**src/rtl/uart_tx_arb.sv**
```systemverilog
// uart_tx_arb: round-robin arbiter that shares one byte-serial UART transmitter
// among N requesters. It loads the winner's byte, follows tx_busy to the end of
// the frame, and then inserts an optional idle gap. A per-requester lock keeps
// ownership across multi-byte messages.
module uart_tx_arb #(
  parameter int unsigned N   = 4,
  parameter int unsigned GAP = 0
) (
  input  logic           clk,
  input  logic           rst,
  input  logic [N-1:0]   req,
  input  logic [8*N-1:0] data,
  input  logic [N-1:0]   lock,
  output logic [N-1:0]   ack,
  output logic [N-1:0]   grant,
  output logic           tx_send,
  output logic [7:0]     tx_data,
  input  logic           tx_busy,
  output logic           idle
);

  localparam int unsigned PW = $clog2(N);

  localparam logic [1:0] ST_IDLE  = 2'd0;
  localparam logic [1:0] ST_SEND  = 2'd1;
  localparam logic [1:0] ST_SHIFT = 2'd2;
  localparam logic [1:0] ST_GAP   = 2'd3;

  logic [1:0]    state_q, state_d;
  logic [PW-1:0] ptr_q, ptr_d;
  logic [PW-1:0] owner_q, owner_d;
  logic          locked_q, locked_d;
  logic [3:0]    cnt_q, cnt_d;
  logic [N-1:0]  grant_q, grant_d;
  logic [N-1:0]  ack_q, ack_d;
  logic          tx_send_q, tx_send_d;
  logic [7:0]    tx_data_q, tx_data_d;
  logic          idle_q, idle_d;

  logic          hold;
  logic          win_found;
  logic [PW-1:0] win_idx;
  int unsigned   scan_idx;

  // Owner keeps exclusive eligibility while its lock input is still high.
  assign hold = locked_q & lock[owner_q];

  // Winner selection: only the owner while held, else round-robin from ptr.
  always_comb begin
    win_found = 1'b0;
    win_idx   = '0;
    scan_idx  = 0;
    if (hold) begin
      if (req[owner_q]) begin
        win_found = 1'b1;
        win_idx   = owner_q;
      end
    end else begin
      for (int unsigned k = 0; k < N; k++) begin
        scan_idx = (32'(ptr_q) + k) % N;
        if (!win_found && req[scan_idx]) begin
          win_found = 1'b1;
          win_idx   = PW'(scan_idx);
        end
      end
    end
  end

  // Next-state logic; every output is produced from a register.
  always_comb begin
    state_d   = state_q;
    ptr_d     = ptr_q;
    owner_d   = owner_q;
    locked_d  = locked_q;
    cnt_d     = cnt_q;
    grant_d   = grant_q;
    ack_d     = '0;
    tx_send_d = 1'b0;
    tx_data_d = tx_data_q;
    unique case (state_q)
      ST_IDLE: begin
        if (win_found) begin
          grant_d   = N'(1) << win_idx;
          ack_d     = N'(1) << win_idx;
          tx_send_d = 1'b1;
          tx_data_d = data[8*win_idx +: 8];
          ptr_d     = PW'((32'(win_idx) + 1) % N);
          owner_d   = win_idx;
          locked_d  = lock[win_idx];
          state_d   = ST_SEND;
        end else if (!hold) begin
          // A lock released with no pending request frees the line.
          grant_d  = '0;
          locked_d = 1'b0;
        end
      end
      ST_SEND: begin
        // tx_busy rises only after the load, so it is not looked at here.
        state_d = ST_SHIFT;
      end
      ST_SHIFT: begin
        if (!tx_busy) begin
          if (GAP > 0) begin
            cnt_d   = 4'(GAP - 1);
            state_d = ST_GAP;
          end else begin
            state_d = ST_IDLE;
            if (!locked_q) grant_d = '0;
          end
        end
      end
      ST_GAP: begin
        if (cnt_q == 4'd0) begin
          state_d = ST_IDLE;
          if (!locked_q) grant_d = '0;
        end else begin
          cnt_d = cnt_q - 4'd1;
        end
      end
      default: state_d = ST_IDLE;
    endcase
    idle_d = (state_d == ST_IDLE) && !locked_d;
  end

  // State and output registers with synchronous active-low reset.
  always_ff @(posedge clk) begin
    if (!rst) begin
      state_q   <= ST_IDLE;
      ptr_q     <= '0;
      owner_q   <= '0;
      locked_q  <= 1'b0;
      cnt_q     <= 4'd0;
      grant_q   <= '0;
      ack_q     <= '0;
      tx_send_q <= 1'b0;
      tx_data_q <= 8'd0;
      idle_q    <= 1'b1;
    end else begin
      state_q   <= state_d;
      ptr_q     <= ptr_d;
      owner_q   <= owner_d;
      locked_q  <= locked_d;
      cnt_q     <= cnt_d;
      grant_q   <= grant_d;
      ack_q     <= ack_d;
      tx_send_q <= tx_send_d;
      tx_data_q <= tx_data_d;
      idle_q    <= idle_d;
    end
  end

  assign ack     = ack_q;
  assign grant   = grant_q;
  assign tx_send = tx_send_q;
  assign tx_data = tx_data_q;
  assign idle    = idle_q;

endmodule

```
**config.mk**
```make
export PLATFORM = sky130hd
export DESIGN_NAME = uart_tx_arb
export DESIGN_NICKNAME = d
export VERILOG_FILES = /design/src/rtl/uart_tx_arb.sv
export SDC_FILE = /design/constraint.sdc
export NUM_CORES = 1
export LEC_CHECK = 0
export ABC_AREA = 1
export BUFFER_PORTS_ARGS = -buffer_cell sky130_fd_sc_hd__buf_4
export CORE_UTILIZATION = 55
export CTS_CLUSTER_DIAMETER = 120
export CTS_CLUSTER_SIZE = 40
export DETAILED_ROUTE_END_ITERATION = 6
export PLACE_DENSITY_LB_ADDON = 0.25
export SYNTH_ARGS = -nofsm -noshare
export SYNTH_HDL_FRONTEND = slang
export SYNTH_SLANG_ARGS = --single-unit
```
**constraint.sdc**
```tcl
create_clock -name clk -period 3.02 [get_ports clk]
set_clock_uncertainty 0.05 [all_clocks]
set_input_delay 0.151 -clock clk [delete_from_list [all_inputs] [get_ports clk]]
set_output_delay 0.151 -clock clk [all_outputs]
set_load 0.02 [all_outputs]
```
==> metrics.cfg <==
[clock_network]
ctsRootBufferMaster = clkbuf_4
clock_path_buffers = 2
cts_buffers = 5
cts_max_level = 2
cts_sinks = 29
cts_setup_buffers = 0
clock_latency_ps = 360
cts_tree = yes
cts.clk_slew.worst_paths_ps = 110

[yosys]
synth_most_common_cell = nand2_1
ys_seq_area_frac = 0.301
synth_common_cells = nand2_1, inv_1, dfxtp_1
syn_inst = 290
synth_edf_count = 0
synth_top_flop_cell = dfxtp_1
synth_area_leaders = dfxtp_1, nand2_1, inv_1, a21oi_1, nand3_1
synth_seq_cells = 29
netlist_area_um2 = 1930
yosysWarnings = 0
synth_top_area_cell = dfxtp_1
async_reset_ff_frac = 0
syn-num-nets = 338
yosysUniqueCellTypes = 32
synth_top_area_frac = 0.301
syn_area_per_cell_um2 = 6.65

[placed_design]
place.detailed.instances = 390
port_buffers = 60
dp_hpwl_um = 3540
dp_slack_ps = 748
gp_congestion = 0.878

[die]
initial_core_util = 0.578
core-area_um2 = 3340
die_x_um = 61.2
rows = 21
die_h_um = 61.2
die-area_um2 = 3750
pin_count = 61

[power_and_ir_drop]
finalPower_w = 0.00274
powerDensity_nw_per_um2 = 1110
p_leak_nw = 1.28
ir_drop_mv = 0.626

[global_route]
grt_pass1_wl_um = 7740
grt_antenna_before_repair = 0
gr-usage-all-layers = 0.282
grt_pass1_vias = 1823
grt_max_degree = 19
overflow = 0

[critical_path]
critPathBufInv = 3
cp-start-kind = flop
slowest_delay_ps = 570
crit_chain = inv_6 > nand2_1 > nand3_1 > nand2_1 > inv_1 > nand3_1 > nand2_1 > o21ai_4 > buf_4 > or2_2 > o21ai_0 > o21ai_0 > nand2_1 > nand2_1
critical-path-top-delay-family = simple AND/OR/NAND/NOR gates
cp-end-kind = flop
cp_slowest_cell = dfxtp_1
crit_top_cell = nand2_1
critical_path_arrival_ps = 2580
worst-endpoint-required_ps = 3270
cp_max_fo = 18
worstSetupPathType = reg2reg

[detailed_routing]
drt-total-wl_um = 4740
drt_iter0_markers = 104
vias = 2034
wire_per_inst_um = 11.8
drcViolationCount = 0
firstDrtPassIters = 4
vias_per_cell = 5.07
ant_nets = 0

[cells_and_area]
utilization = 0.741
drive_above_1_share = 0.287
area_delta_synth_final_pct = 28.1
final_nets = 402
stdcell_count = 401
antenna_cells = 0

[timing]
timing.final.max_slew_violations = 0
hold_viol_final = 0
finalCriticalPeriod_ps = 2330
slew-limit-headroom = 0.639
finalSetupViolCount = 0
min_period_over_period = 0.770
rsz0062_at_grt = false
fin_ws_ps = 694
fmax_ghz = 0.430
setup_tns_ps = 0
tightest_slew_ps = 541

[hold_path]
hp-class = in2reg

[job]
maxCapViolCount = 0

[status]
status = finished clean

cells by family (layout without fill, tap and decap cells):
kind of cell / count (synthesis) / count (layout) / synth area share
DFF: 29 / 29 / 0.301
AOI/OAI and AO/OA: 63 / 63 / 0.191
buffers and inverters: 54 / 119 / 0.128
adders and majority gates: 5 / 5 / 0.0324
and+or+nand+nor: 139 / 139 / 0.348
sequential cells by signal, summed over array words and instances, names as in the netlist:
signal	flops
idle	1
ptr_q	2
tx_data	8
cnt_q	4
ack	4
state_q	2
grant	4
locked_q	1
owner_q	2
tx_send	1
per-stage QoR:
| stage | instance area [um2] | hold slack (ps) |
|---|---|---|
| finish | 2470 | 7.09 |
| global route | 2470 | 9.93 |
| CTS | 2470 | 0.0185 |
| detailed placement | 2390 | 362 |
| global placement | 2390 | 356 |
| floorplan | 1930 | 239 |
layer usage:
metal | global-route usage | wire length (um)
met4 | 0.0877 | 74
met5 | 0 | 0
met3 | 0.0777 | 316
met1 | 0.350 | 2010
met2 | 0.474 | 2340
path summary, 6_finish.rpt:
check / startpoint / end / slack (ps) / cells past startpoint
hold / removal: rst / idle / 7 / 2
setup / recovery: ptr_q[0] / tx_data[2] / 690 / 14
setup reg to reg: ptr_q[0] / tx_data[2] / 690 / 14
hold reg to reg: cnt_q[0] / cnt_q[0] / 420 / 2
cell usage in the layout, fill, tap and decap left out, types with 2 or more instances in the layout:
master	synthesis	final
o211ai_1	5	5
or2_2	7	7
inv_1	38	38
o21ai_4	2	2
nand3_1	22	22
a21oi_1	22	22
nor2_4	4	4
nor2_1	21	21
nor2_8	2	2
or2_0	2	2
nor3_1	3	3
o21ai_0	22	22
nand2_1	69	69
inv_2	6	6
o21ai_1	7	7
ha_1	5	5
clkbuf_4	0	5
buf_4	0	61
nand2_2	5	5
dfxtp_1	29	29
dlygate4sd3_1	0	3
clkinv_2	0	2
inv_6	2	2
where the power goes:
| group | total [W] | internal (W) | leakage, nW | switching [W] |
|---|---|---|---|---|
| Sequential | 0.000604 | 0.000511 | 0.239 | 0.0000925 |
| Combinational | 0.00189 | 0.000687 | 1.01 | 0.00120 |
| Clock | 0.000249 | 0.0000875 | 0.0310 | 0.000161 |
area by class of cell:
class                   count  area [um2]
repair buffers             64         488
inverters                  47         189
multi-input cells         207        1100
clock buffers               5        37.5
clock inverters             3        17.5
fillers                   286         865
flip-flops and latches     29         581
well taps                  46        57.6
timing repair:
action / CTS / global route
resized for setup: 0 / 0
hold buffers: 3 / 0
hold endpoints to repair: 3 / 0
(Power assumes the default switching activity.)
